--- src/rtl/sprite_store_ctrl_if.sv ---
// Purpose: groups the OAM-candidate, render and fetcher signals of the sprite
//          store sequencer into one bundle.
// Ports:   master drives candidates, render control and fetch_ack and observes
//          the fetch request, stall and occupancy. slave is the sequencer side.
interface sprite_store_ctrl_if #(
   parameter int IDX_W  = 6,
   parameter int LINE_W = 4,
   parameter int X_W    = 8
);
   // line control and OAM scanner
   logic              scan_start;
   logic              cand_valid;
   logic [IDX_W-1:0]  cand_idx;
   logic [LINE_W-1:0] cand_line;
   logic [X_W-1:0]    cand_x;
   // pixel pipe
   logic              render_en;
   logic [X_W-1:0]    pix_x;
   logic              stall;
   // sprite fetcher
   logic              fetch_req;
   logic [IDX_W-1:0]  fetch_idx;
   logic [LINE_W-1:0] fetch_line;
   logic              fetch_ack;
   // occupancy
   logic [3:0]        count;
   logic              full;

   modport master (
      output scan_start, cand_valid, cand_idx, cand_line, cand_x,
      output render_en, pix_x, fetch_ack,
      input  stall, fetch_req, fetch_idx, fetch_line, count, full
   );

   modport slave (
      input  scan_start, cand_valid, cand_idx, cand_line, cand_x,
      input  render_en, pix_x, fetch_ack,
      output stall, fetch_req, fetch_idx, fetch_line, count, full
   );
endinterface

--- src/rtl/sprite_store_ctrl.sv ---
// Purpose: sprite store sequencer; allocates OAM candidates into slots during SCAN, then matches pixel X and hands hits to the fetcher.
// Latency: a candidate is stored on the edge it is presented; fetch_req rises 1 cycle after a match; stall is combinational.
// Backpressure: one fetch outstanding; fetch_req holds until fetch_ack, stall holds the pixel pipe while any match is unserved.
// Ports:   i_clk  clock, rising edge
//          i_rst  asynchronous active-high reset
//          io_bus slave side of sprite_store_ctrl_if (candidates, render, fetch, stall, count/full)
module sprite_store_ctrl #(
   parameter int SLOTS  = 10,
   parameter int IDX_W  = 6,
   parameter int LINE_W = 4,
   parameter int X_W    = 8
) (
   input  logic               i_clk,
   input  logic               i_rst,
   sprite_store_ctrl_if.slave io_bus
);

   typedef enum logic [1:0] {
      ST_IDLE   = 2'd0,
      ST_SCAN   = 2'd1,
      ST_RENDER = 2'd2
   } state_t;

   state_t            r_state;
   state_t            w_state_nxt;

   logic [SLOTS-1:0]  r_valid;
   logic [IDX_W-1:0]  r_idx  [SLOTS];
   logic [LINE_W-1:0] r_line [SLOTS];
   logic [X_W-1:0]    r_x    [SLOTS];
   logic [3:0]        r_count;

   logic              r_fetch_req;
   logic [IDX_W-1:0]  r_fetch_idx;
   logic [LINE_W-1:0] r_fetch_line;
   logic [3:0]        r_gnt;

   logic              w_full;
   logic              w_render;
   logic [SLOTS-1:0]  w_match;
   logic              w_any_match;
   logic [3:0]        w_gnt;
   logic [IDX_W-1:0]  w_gnt_idx;
   logic [LINE_W-1:0] w_gnt_line;
   logic              w_wr_en;
   logic              w_ack;
   logic              w_grant_en;

   // -----------------------------------------------------------------
   // Match and lowest-slot priority select
   // -----------------------------------------------------------------
   always_comb begin
      w_full      = (r_count == 4'(SLOTS));
      w_render    = (r_state == ST_RENDER);
      w_match     = '0;
      w_gnt       = '0;
      w_gnt_idx   = '0;
      w_gnt_line  = '0;
      for (int i = 0; i < SLOTS; i++) begin
         w_match[i] = w_render && r_valid[i] && (r_x[i] == io_bus.pix_x);
      end
      // walk downwards so the lowest matching slot is the last one assigned
      for (int i = SLOTS - 1; i >= 0; i--) begin
         if (w_match[i]) begin
            w_gnt      = 4'(i);
            w_gnt_idx  = r_idx[i];
            w_gnt_line = r_line[i];
         end
      end
      w_any_match = |w_match;
      w_wr_en     = (r_state == ST_SCAN) && io_bus.cand_valid && !w_full;
      w_ack       = r_fetch_req && io_bus.fetch_ack;
      // a grant needs an empty request slot; since the ack edge still sees
      // r_fetch_req=1, there is always one idle cycle between fetches.
      // render_en low blocks new grants while an old fetch drains.
      w_grant_en  = w_render && io_bus.render_en && !r_fetch_req && w_any_match;
   end

   // -----------------------------------------------------------------
   // FSM
   // -----------------------------------------------------------------
   always_ff @(posedge i_clk or posedge i_rst) begin
      if (i_rst) begin
         r_state <= ST_IDLE;
      end else begin
         r_state <= w_state_nxt;
      end
   end

   always_comb begin
      w_state_nxt = r_state;
      if (io_bus.scan_start) begin
         w_state_nxt = ST_SCAN;
      end else begin
         case (r_state)
            ST_IDLE:   w_state_nxt = ST_IDLE;
            ST_SCAN:   if (io_bus.render_en)  w_state_nxt = ST_RENDER;
            ST_RENDER: if (!io_bus.render_en) w_state_nxt = ST_IDLE;
            default:   w_state_nxt = ST_IDLE;
         endcase
      end
   end

   // -----------------------------------------------------------------
   // Slot store, occupancy and fetch request
   // -----------------------------------------------------------------
   always_ff @(posedge i_clk or posedge i_rst) begin
      if (i_rst) begin
         r_valid      <= '0;
         r_count      <= '0;
         r_fetch_req  <= 1'b0;
         r_fetch_idx  <= '0;
         r_fetch_line <= '0;
         r_gnt        <= '0;
         for (int i = 0; i < SLOTS; i++) begin
            r_idx[i]  <= '0;
            r_line[i] <= '0;
            r_x[i]    <= '0;
         end
      end else if (io_bus.scan_start) begin
         // new line wins over everything, including a pending ack
         r_valid     <= '0;
         r_count     <= '0;
         r_fetch_req <= 1'b0;
      end else begin
         if (w_wr_en) begin
            for (int i = 0; i < SLOTS; i++) begin
               if (r_count == 4'(i)) begin
                  r_idx[i]   <= io_bus.cand_idx;
                  r_line[i]  <= io_bus.cand_line;
                  r_x[i]     <= io_bus.cand_x;
                  r_valid[i] <= 1'b1;
               end
            end
            r_count <= r_count + 4'd1;
         end
         if (w_ack) begin
            for (int i = 0; i < SLOTS; i++) begin
               if (r_gnt == 4'(i)) begin
                  r_valid[i] <= 1'b0;
               end
            end
            r_fetch_req <= 1'b0;
         end else if (w_grant_en) begin
            r_fetch_req  <= 1'b1;
            r_fetch_idx  <= w_gnt_idx;
            r_fetch_line <= w_gnt_line;
            r_gnt        <= w_gnt;
         end
      end
   end

   assign io_bus.stall      = w_any_match;
   assign io_bus.fetch_req  = r_fetch_req;
   assign io_bus.fetch_idx  = r_fetch_idx;
   assign io_bus.fetch_line = r_fetch_line;
   assign io_bus.count      = r_count;
   assign io_bus.full       = w_full;

endmodule

--- src/flat_wrapper.sv ---
// flat-port wrapper written by rule: the top's interface ports become plain ports
module sprite_store_ctrl_flat 
#(
   parameter int SLOTS  = 10,
   parameter int IDX_W  = 6,
   parameter int LINE_W = 4,
   parameter int X_W    = 8
)
  (i_clk, i_rst, io_bus_scan_start, io_bus_cand_valid, io_bus_cand_idx, io_bus_cand_line, io_bus_cand_x, io_bus_render_en, io_bus_pix_x, io_bus_fetch_ack, io_bus_stall, io_bus_fetch_req, io_bus_fetch_idx, io_bus_fetch_line, io_bus_count, io_bus_full);
  sprite_store_ctrl_if #(.IDX_W(IDX_W), .LINE_W(LINE_W), .X_W(X_W)) io_bus_i ();
  input  logic i_clk;
  input  logic i_rst;
  input wire logic [$bits(io_bus_i.scan_start)-1:0] io_bus_scan_start;
  input wire logic [$bits(io_bus_i.cand_valid)-1:0] io_bus_cand_valid;
  input wire logic [$bits(io_bus_i.cand_idx)-1:0] io_bus_cand_idx;
  input wire logic [$bits(io_bus_i.cand_line)-1:0] io_bus_cand_line;
  input wire logic [$bits(io_bus_i.cand_x)-1:0] io_bus_cand_x;
  input wire logic [$bits(io_bus_i.render_en)-1:0] io_bus_render_en;
  input wire logic [$bits(io_bus_i.pix_x)-1:0] io_bus_pix_x;
  input wire logic [$bits(io_bus_i.fetch_ack)-1:0] io_bus_fetch_ack;
  output wire logic [$bits(io_bus_i.stall)-1:0] io_bus_stall;
  output wire logic [$bits(io_bus_i.fetch_req)-1:0] io_bus_fetch_req;
  output wire logic [$bits(io_bus_i.fetch_idx)-1:0] io_bus_fetch_idx;
  output wire logic [$bits(io_bus_i.fetch_line)-1:0] io_bus_fetch_line;
  output wire logic [$bits(io_bus_i.count)-1:0] io_bus_count;
  output wire logic [$bits(io_bus_i.full)-1:0] io_bus_full;
  assign io_bus_i.scan_start = io_bus_scan_start;
  assign io_bus_i.cand_valid = io_bus_cand_valid;
  assign io_bus_i.cand_idx = io_bus_cand_idx;
  assign io_bus_i.cand_line = io_bus_cand_line;
  assign io_bus_i.cand_x = io_bus_cand_x;
  assign io_bus_i.render_en = io_bus_render_en;
  assign io_bus_i.pix_x = io_bus_pix_x;
  assign io_bus_i.fetch_ack = io_bus_fetch_ack;
  assign io_bus_stall = io_bus_i.stall;
  assign io_bus_fetch_req = io_bus_i.fetch_req;
  assign io_bus_fetch_idx = io_bus_i.fetch_idx;
  assign io_bus_fetch_line = io_bus_i.fetch_line;
  assign io_bus_count = io_bus_i.count;
  assign io_bus_full = io_bus_i.full;
  sprite_store_ctrl #(.SLOTS(SLOTS), .IDX_W(IDX_W), .LINE_W(LINE_W), .X_W(X_W)) u_core (.i_clk(i_clk), .i_rst(i_rst), .io_bus(io_bus_i));
endmodule
--- config.mk ---
export PLATFORM = sky130hd
export DESIGN_NAME = sprite_store_ctrl_flat
export DESIGN_NICKNAME = d
export VERILOG_FILES = /design/src/rtl/sprite_store_ctrl_if.sv /design/src/rtl/sprite_store_ctrl.sv /design/src/flat_wrapper.sv
export SDC_FILE = /design/constraint.sdc
export NUM_CORES = 1
export LEC_CHECK = 0
export ABC_AREA = 1
export CELL_PAD_IN_SITES_DETAIL_PLACEMENT = 1
export CELL_PAD_IN_SITES_GLOBAL_PLACEMENT = 2
export CORE_ASPECT_RATIO = 0.6
export CORE_UTILIZATION = 37
export DETAILED_ROUTE_END_ITERATION = 8
export HOLD_SLACK_MARGIN = 0.08
export PLACE_DENSITY = 0.86
export SYNTH_ARGS = -nofsm -noshare
export SYNTH_HDL_FRONTEND = slang
export SYNTH_SLANG_ARGS = --single-unit
--- constraint.sdc ---
create_clock -name i_clk -period 10.03 [get_ports i_clk]
set_input_delay 3.009 -clock i_clk [delete_from_list [all_inputs] [get_ports i_clk]]
set_output_delay 3.009 -clock i_clk [all_outputs]
set_load 0.02 [all_outputs]
==> results.py <==
metrics = {
    "run_status": {
        "status": "finished clean",
    },
    "cts": {
        "cts-hold-fix-buffers": 0,
        "postCtsSetupBuffers": 0,
        "clkSinkCount": 211,
        "clk_latency_ps": 540,
        "cts.path.max_buffers": 3,
        "cts-root-buf": "clkbuf_16",
        "htree_levels": 1,
        "tritoncts": "yes",
        "cts_repair_resize_count": 0,
        "numCtsBuffers": 23,
        "clk_pin_slew_ps": 60,
    },
    "die": {
        "ioPinCount": 49,
        "dieWidth_um": 222.6,
        "core_mm2": 0.02871,
        "dieArea_mm2": 0.02991,
        "die_y_um": 134.4,
        "start_util_pct": 37.64,
        "rows": 48,
    },
    "synthesis": {
        "ys.flop_type": "dfrtp_1",
        "synth_compound_area_share_pct": 12.51,
        "synthSimpleGateAreaFrac_pct": 26.75,
        "async_flop_share_pct": 100.0,
        "netlist_top_cells_area": "dfrtp_1, nand2_1, o21ai_0",
        "seq_area_frac_synth_pct": 48.87,
        "synth_top_family_by_area": "simple AND/OR/NAND/NOR gates",
        "syn_area_mm2": 0.01081,
        "syn_inst": 1369,
        "synth-edff-count": 0,
        "synth_xor_area_share_pct": 3.821,
        "ys_types": 46,
        "synth-seq-cells": 211,
        "synth_common_cells": "nand2_1, o21ai_0, dfrtp_1",
        "synthAdderAreaFrac_pct": 0.4632,
        "synthMuxAreaShare_pct": 0,
        "yosys_warnings": 0,
        "syn-num-nets": 1405,
        "yosys.area.top_type": "dfrtp_1",
        "synth.avg_cell_area_um2": 7.893,
        "yosysMostFrequentCell": "nand2_1",
        "synth_top_area_share_pct": 48.87,
    },
    "grt": {
        "gr-usage-met3_pct": 4.973,
        "grt_use_met1_pct": 42.06,
        "grt_pass1_wl_um": 56350,
        "grt_util_met2_pct": 31.01,
        "grt_overflow": 0,
        "antenna_found_initial": 3,
        "grt_pass1_vias": 9191,
        "busiest_layer": "met1",
        "globalRouteTotalUtil_pct": 24.72,
        "grt_max_degree": 81,
    },
    "timing": {
        "maxSlewViolCount": 0,
        "tns_ps": 0,
        "rsz0062_at_grt": "no",
        "hold_violations": 0,
        "worstMarginPinSlew_ps": 1175,
        "max_slew_margin_pct": 21.41,
        "setup_violations": 0,
        "period_share_pct": 93.94,
        "fmax_mhz": 106.1,
        "period_minus_slack_ps": 9422,
        "finalClockSkew_ps": 11.27,
    },
    "setup_path": {
        "crit_required_ps": 7020,
        "worstSetupEndpointType": "output pin",
        "path_class": "in2out",
        "r2r_end": "u_core.io_bus.fetch_idx[5]",
        "r2r_cells": 12,
        "ff2ff_setup_slack_ps": 6400,
        "r2r_start": "u_core.r_state[0]",
        "worstSetupStartpoint": "io_bus_pix_x[7]",
        "critPathLaunchType": "input pin",
        "crit_fanout": 12,
        "arrival_ps": 6410,
        "cp-endpoint": "io_bus_stall",
    },
    "cells_and_area": {
        "drive_above_1_share_pct": 6.842,
        "final_util_pct": 42.70,
        "multi_input_area_mm2": 0.004705,
        "n_fill_cell": 3515,
        "nNetsFinal": 1423,
        "area_growth_pct": 13.44,
        "seqCellArea_mm2": 0.005280,
    },
    "routing": {
        "viasPerCell": 5.213,
        "firstDrtPassIters": 7,
        "postRouteAntennaNets": 0,
        "wl_per_cell_um": 19.98,
        "drtIter0Drc": 941,
        "post-route-drc-count": 0,
        "routed_wirelength_um": 35540,
        "vias": 9274,
    },
    "placement": {
        "place_hpwl_um": 25210,
        "gp_congestion": 0.8866,
        "portBuffers": 48,
    },
    "hold_path": {
        "hold_class": "reg2reg",
    },
    "pwr": {
        "total_power_mw": 2.119,
        "power_density_mw_per_mm2": 172.9,
        "p_leak_nw": 5.861,
        "ir_worst_vdd_uv": 92.02,
    },
    "job": {
        "drv_cap": 0,
    },
}
-- layer usage --
metal  up-vias  share of wire [%]
met1      4582                 55
met4         0                1.2
met3        29                6.5
met5         -                  0
li1       4430                  -
met2       233                 37
-- power breakdown --
group | internal, mW | total (mW) | switching (mW) | leakage (nW)
clock network | 0.543 | 0.913 | 0.369 | 0.391
logic | 0.0819 | 0.231 | 0.149 | 2.64
registers | 0.925 | 0.976 | 0.0512 | 2.83
-- flip-flops by register name, indices dropped and copies added (netlist names) --
register,count
u_core.io_bus.count,4
u_core.r_x,80
u_core.r_idx,60
u_core.io_bus.fetch_idx,6
u_core.r_valid,10
u_core.io_bus.fetch_req,1
u_core.r_gnt,4
u_core.io_bus.fetch_line,4
u_core.r_state,2
u_core.r_line,40
-- cells by family after synthesis --
| group | Yosys count |
|---|---|
| adder cells (fa/ha/maj) | 4 |
| flip-flops | 211 |
| AND/OR/NAND/NOR | 660 |
| buffers and inverters | 185 |
| XOR/XNOR | 45 |
| AO/OA/AOI/OAI | 264 |
-- worst max-delay path, stage by stage --
cell	delay, ps
clkdlybuf4s50_1	810
xor2_1	200
nor2_1	600
nand3_1	660
o21ai_2	280
nand3b_4	220
clkdlybuf4s50_1	620
-- layout by cell type, fill, tap and decap left out, drive strengths merged, types with 4 or more instances in the layout --
cell type | synthesis | routed
dfrtp | 211 | 211
xor2 | 8 | 8
o21ai | 233 | 233
clkdlybuf4s50 | 0 | 48
a21oi | 26 | 26
clkbuf | 28 | 34
ha | 4 | 4
and3 | 4 | 4
nand3b | 6 | 6
or2 | 11 | 11
buf | 35 | 8
nand2 | 410 | 410
nand3 | 79 | 79
xnor2 | 37 | 37
inv | 122 | 123
nor2 | 110 | 110
nor3 | 10 | 10
nand4 | 25 | 25
-- worst min path at each step --
stage | cells past startpoint | startpoint | endpoint
floorplan | 2 | u_core.r_idx[25] | u_core.r_idx[25]
global placement | 2 | u_core.r_idx[26] | u_core.r_idx[26]
detailed placement | 2 | u_core.r_line[18] | u_core.r_line[18]
CTS | 2 | u_core.r_line[18] | u_core.r_line[18]
global route | 2 | u_core.r_idx[15] | u_core.r_idx[15]
finish | 2 | u_core.r_line[17] | u_core.r_line[17]
-- area by class of cell --
cell class	count	share of cell area (%)
flip-flops and latches	211	43.07
multi-input cells	973	38.38
clock buffers	34	5.522
repair buffers	56	4.410
inverters	122	3.838
well taps	375	3.828
clock inverters	7	0.9289
diodes	1	0.02041
-- through the flow --
stage	worst slack, ps	std cells	hold WS [ps]	cell area [um^2]
detailed placement	629.8	1737	468.5	11460
global placement	695.0	1737	461.3	11460
global route	378.9	1779	498.7	12260
CTS	625.6	1778	484.4	12260
finish	607.6	1779	480.2	12260
floorplan	1255	1369	447.9	10810
Power figures use the tool's default switching activity.
==> RTL edit, RTL diff (same flow settings) <==
`X_W` is set to 8 in 3 places; all go to 7.
--- a/src/rtl/sprite_store_ctrl_if.sv
+++ b/src/rtl/sprite_store_ctrl_if.sv
@@ -7,3 +7,3 @@
    parameter int LINE_W = 4,
-   parameter int X_W    = 8
+   parameter int X_W    = 7
 );
--- a/src/rtl/sprite_store_ctrl.sv
+++ b/src/rtl/sprite_store_ctrl.sv
@@ -10,3 +10,3 @@
    parameter int LINE_W = 4,
-   parameter int X_W    = 8
+   parameter int X_W    = 7
 ) (
--- a/src/flat_wrapper.sv
+++ b/src/flat_wrapper.sv
@@ -6,3 +6,3 @@
    parameter int LINE_W = 4,
-   parameter int X_W    = 8
+   parameter int X_W    = 7
 )
Ports: changed (resized io_bus_cand_x and io_bus_pix_x); port bits go from 49 to 47. No check against the original RTL was run, so the function may have changed too.
==> RTL edit against the unedited design <==
  * Count of clock-buffer cells in the layout is 9 lower
  * First-iteration DRC count is 30% lower
  * Critical endpoint unchanged
  * Worst setup slack better by 0.46 ns
  * Register-to-register slack better by 0.57 ns
  * Final area is 6.3% lower
  * Sequential share of layout area is 0.72 points higher
  * Combinational power is 10% lower
  * Largest cell class unchanged
  * Area after synthesis is 7.8% lower
  * Power is 5.0% lower
  * Synthesized cell count is 8.5% lower
  * Routed wire length is 10% lower
  * Final cell count is 6.7% lower
  * Sequential cell count is 10 lower
==> RTL edit: results (changes against the unedited design) <==
- Status: finished, final reports clean (unchanged)
- Slew @ Worst Pin: 0.988 ns (was 1.18 ns)
- Post-Synth Adder-Cell Area: 0.00502 (was 0.00463)
- Top Metal Used: met4 (unchanged)
- Via count: 8476 (was 9274)
- CTS root buffer: clkbuf_16 (unchanged)
- Synth Area in Compound Gates: 0.129 (was 0.125)
- Crit-path max FO: 11 (was 12)
- Largest net degree at the start of global routing: 132 (was 81)
- Post-synth ARST share: 1.00 (unchanged)
- Number of I/O port buffers: 46 (was 48)
- Number of global-route vias before repair: 8330 (was 9191)
- Biggest regs: u_core.r_x x70, u_core.r_idx x60, u_core.r_line x40 (was u_core.r_x x80, u_core.r_idx x60, u_core.r_line x40)
- Final hold vios: 0 (unchanged)
- Final WL: 31800 um (was 35500 um)
- H-tree depth: 1 (unchanged)
- Antenna fix cells: 0 (was 1)
- Resized Gates After CTS: 0 (unchanged)
- XOR/XNOR Fraction of Synth Area: 0.0482 (was 0.0382)
- Fillers: 3222 (was 3515)
- Post-synth top cells: nand2_1 (353), o21ai_0 (212), dfrtp_1 (201), nor2_1 (126), inv_1 (107) (was nand2_1 (403), o21ai_0 (212), dfrtp_1 (211), inv_1 (109), nor2_1 (104))
- CP max stage delay: 0.68 ns (was 0.81 ns)
- Detailed Place HPWL: 22400 um (was 25200 um)
- Netlist cell types: 43 (was 46)
- Routability Congestion: 0.833 (was 0.887)
- Longest Clk Path Bufs: 3 (unchanged)
- Num CTS Buffers: 22 (was 23)
- Die area: 27600 um^2 (was 29900 um^2)
- Synthesis warning total: 0 (unchanged)
- Antenna violations before repair: 0 (was 3)
- Worst Path Arrival: 5.96 ns (was 6.41 ns)
- GRT Total Usage: 0.243 (was 0.247)
- Clock-pin slew on the worst setup and hold paths: 0.06 ns (about the same)
- Worst Hold Class: flop to flop (unchanged)
- Final Skew: 0.0140 ns (was 0.0113 ns)
- Mux cell area share after synthesis: 0 (unchanged)
- DR WL met2: 12300 um (was 13200 um)
- VDD IR max: 0.0842 mV (was 0.0920 mV)
- First-pass GRT wire length: 50400 um (was 56300 um)
- First-pass DRT Iterations: 9 (was 7)
- Synthesized net count: 1287 (was 1405)
- Metal3 WL: 1920 um (was 2330 um)
- Register area share after synthesis: 0.505 (was 0.489)
- Fraction of layout cells with a size suffix above 1: 0.0662 (was 0.0684)
- Wl on met1: 17300 um (was 19600 um)
- Starting DRC count in detailed routing: 660 (was 941)
- Worst skew pair latency: 0.52 ns (was 0.54 ns)
- Leak: 5.32 nW (was 5.86 nW)
- Largest cells by area after synthesis: dfrtp_1 (50%), nand2_1 (13%), o21ai_0 (11%) (was dfrtp_1 (49%), nand2_1 (14%), o21ai_0 (9.8%))
RTL edit: cell count changes after synthesis, moves of 9 or more:
cell     before  now
nor2_1      104  126
o21ai_1      17    4
a21oi_1      25   15
nand2_1     403  353
nand3_1      77   52
buf_2        17    8
xnor2_1      37   49
dfrtp_1     211  201
inv_2        11    2
nand4_2       9    0
RTL edit: kinds of logic after synthesis:
family          Yosys count
flops                   201
simple gates            582
xor+xnor                 54
fa+ha+maj                 4
compound gates          247
buf+inv                 165
RTL edit: report_power, final:
part           leakage [nW]  internal (W)  switching [W]  total, W
clock                 0.381      0.000528       0.000350  0.000879
combinational          2.25     0.0000743       0.000133  0.000207
sequential             2.69      0.000877      0.0000498  0.000926
RTL edit: cell type report:
type                    count  area [um^2]  area share
clock buffers              25          593      0.0516
clock inverters            13          175      0.0153
inverters                 114          435      0.0379
multi-input cells         887         4240       0.369
flip-flops and latches    201         5030       0.438
well taps                 360          450      0.0392
repair buffers             60          566      0.0492
RTL edit: per-stage QoR:
stage,hold WS (ns),cells,setup WS [ns],area [um^2]
floorplan,0.446,1253,1.54,9960
global placement,0.460,1622,1.16,10700
detailed placement,0.469,1622,1.09,10700
CTS,0.484,1660,1.07,11500
global route,0.508,1660,0.892,11500
finish,0.482,1660,1.06,11500
RTL edit: worst paths after layout:
check	start	end	slack [ns]	cells past startpoint
max reg2reg	u_core.r_state[1]	u_core.r_gnt[1]	6.97	12
max in group asynchronous	i_rst	u_core.r_idx[6]	5.34	3
min reg2reg	u_core.r_line[12]	u_core.r_line[12]	0.48	2
min in group asynchronous	i_rst	u_core.r_x[10]	3.03	2
max	io_bus_pix_x[1]	io_bus_stall	1.06	10
min	u_core.r_line[12]	u_core.r_line[12]	0.48	2
RTL edit: routing by layer:
layer | up-vias | GRT usage
met5 | - | 0
met4 | 0 | 0.0361
met3 | 30 | 0.0492
met2 | 183 | 0.325
met1 | 4212 | 0.399
li1 | 4051 | -
RTL edit: critical path: cells and delay by family:
family / cells / cell delay (ns)
buffers and inverters: 3 / 1.57
AND/OR/NAND/NOR: 7 / 1.36
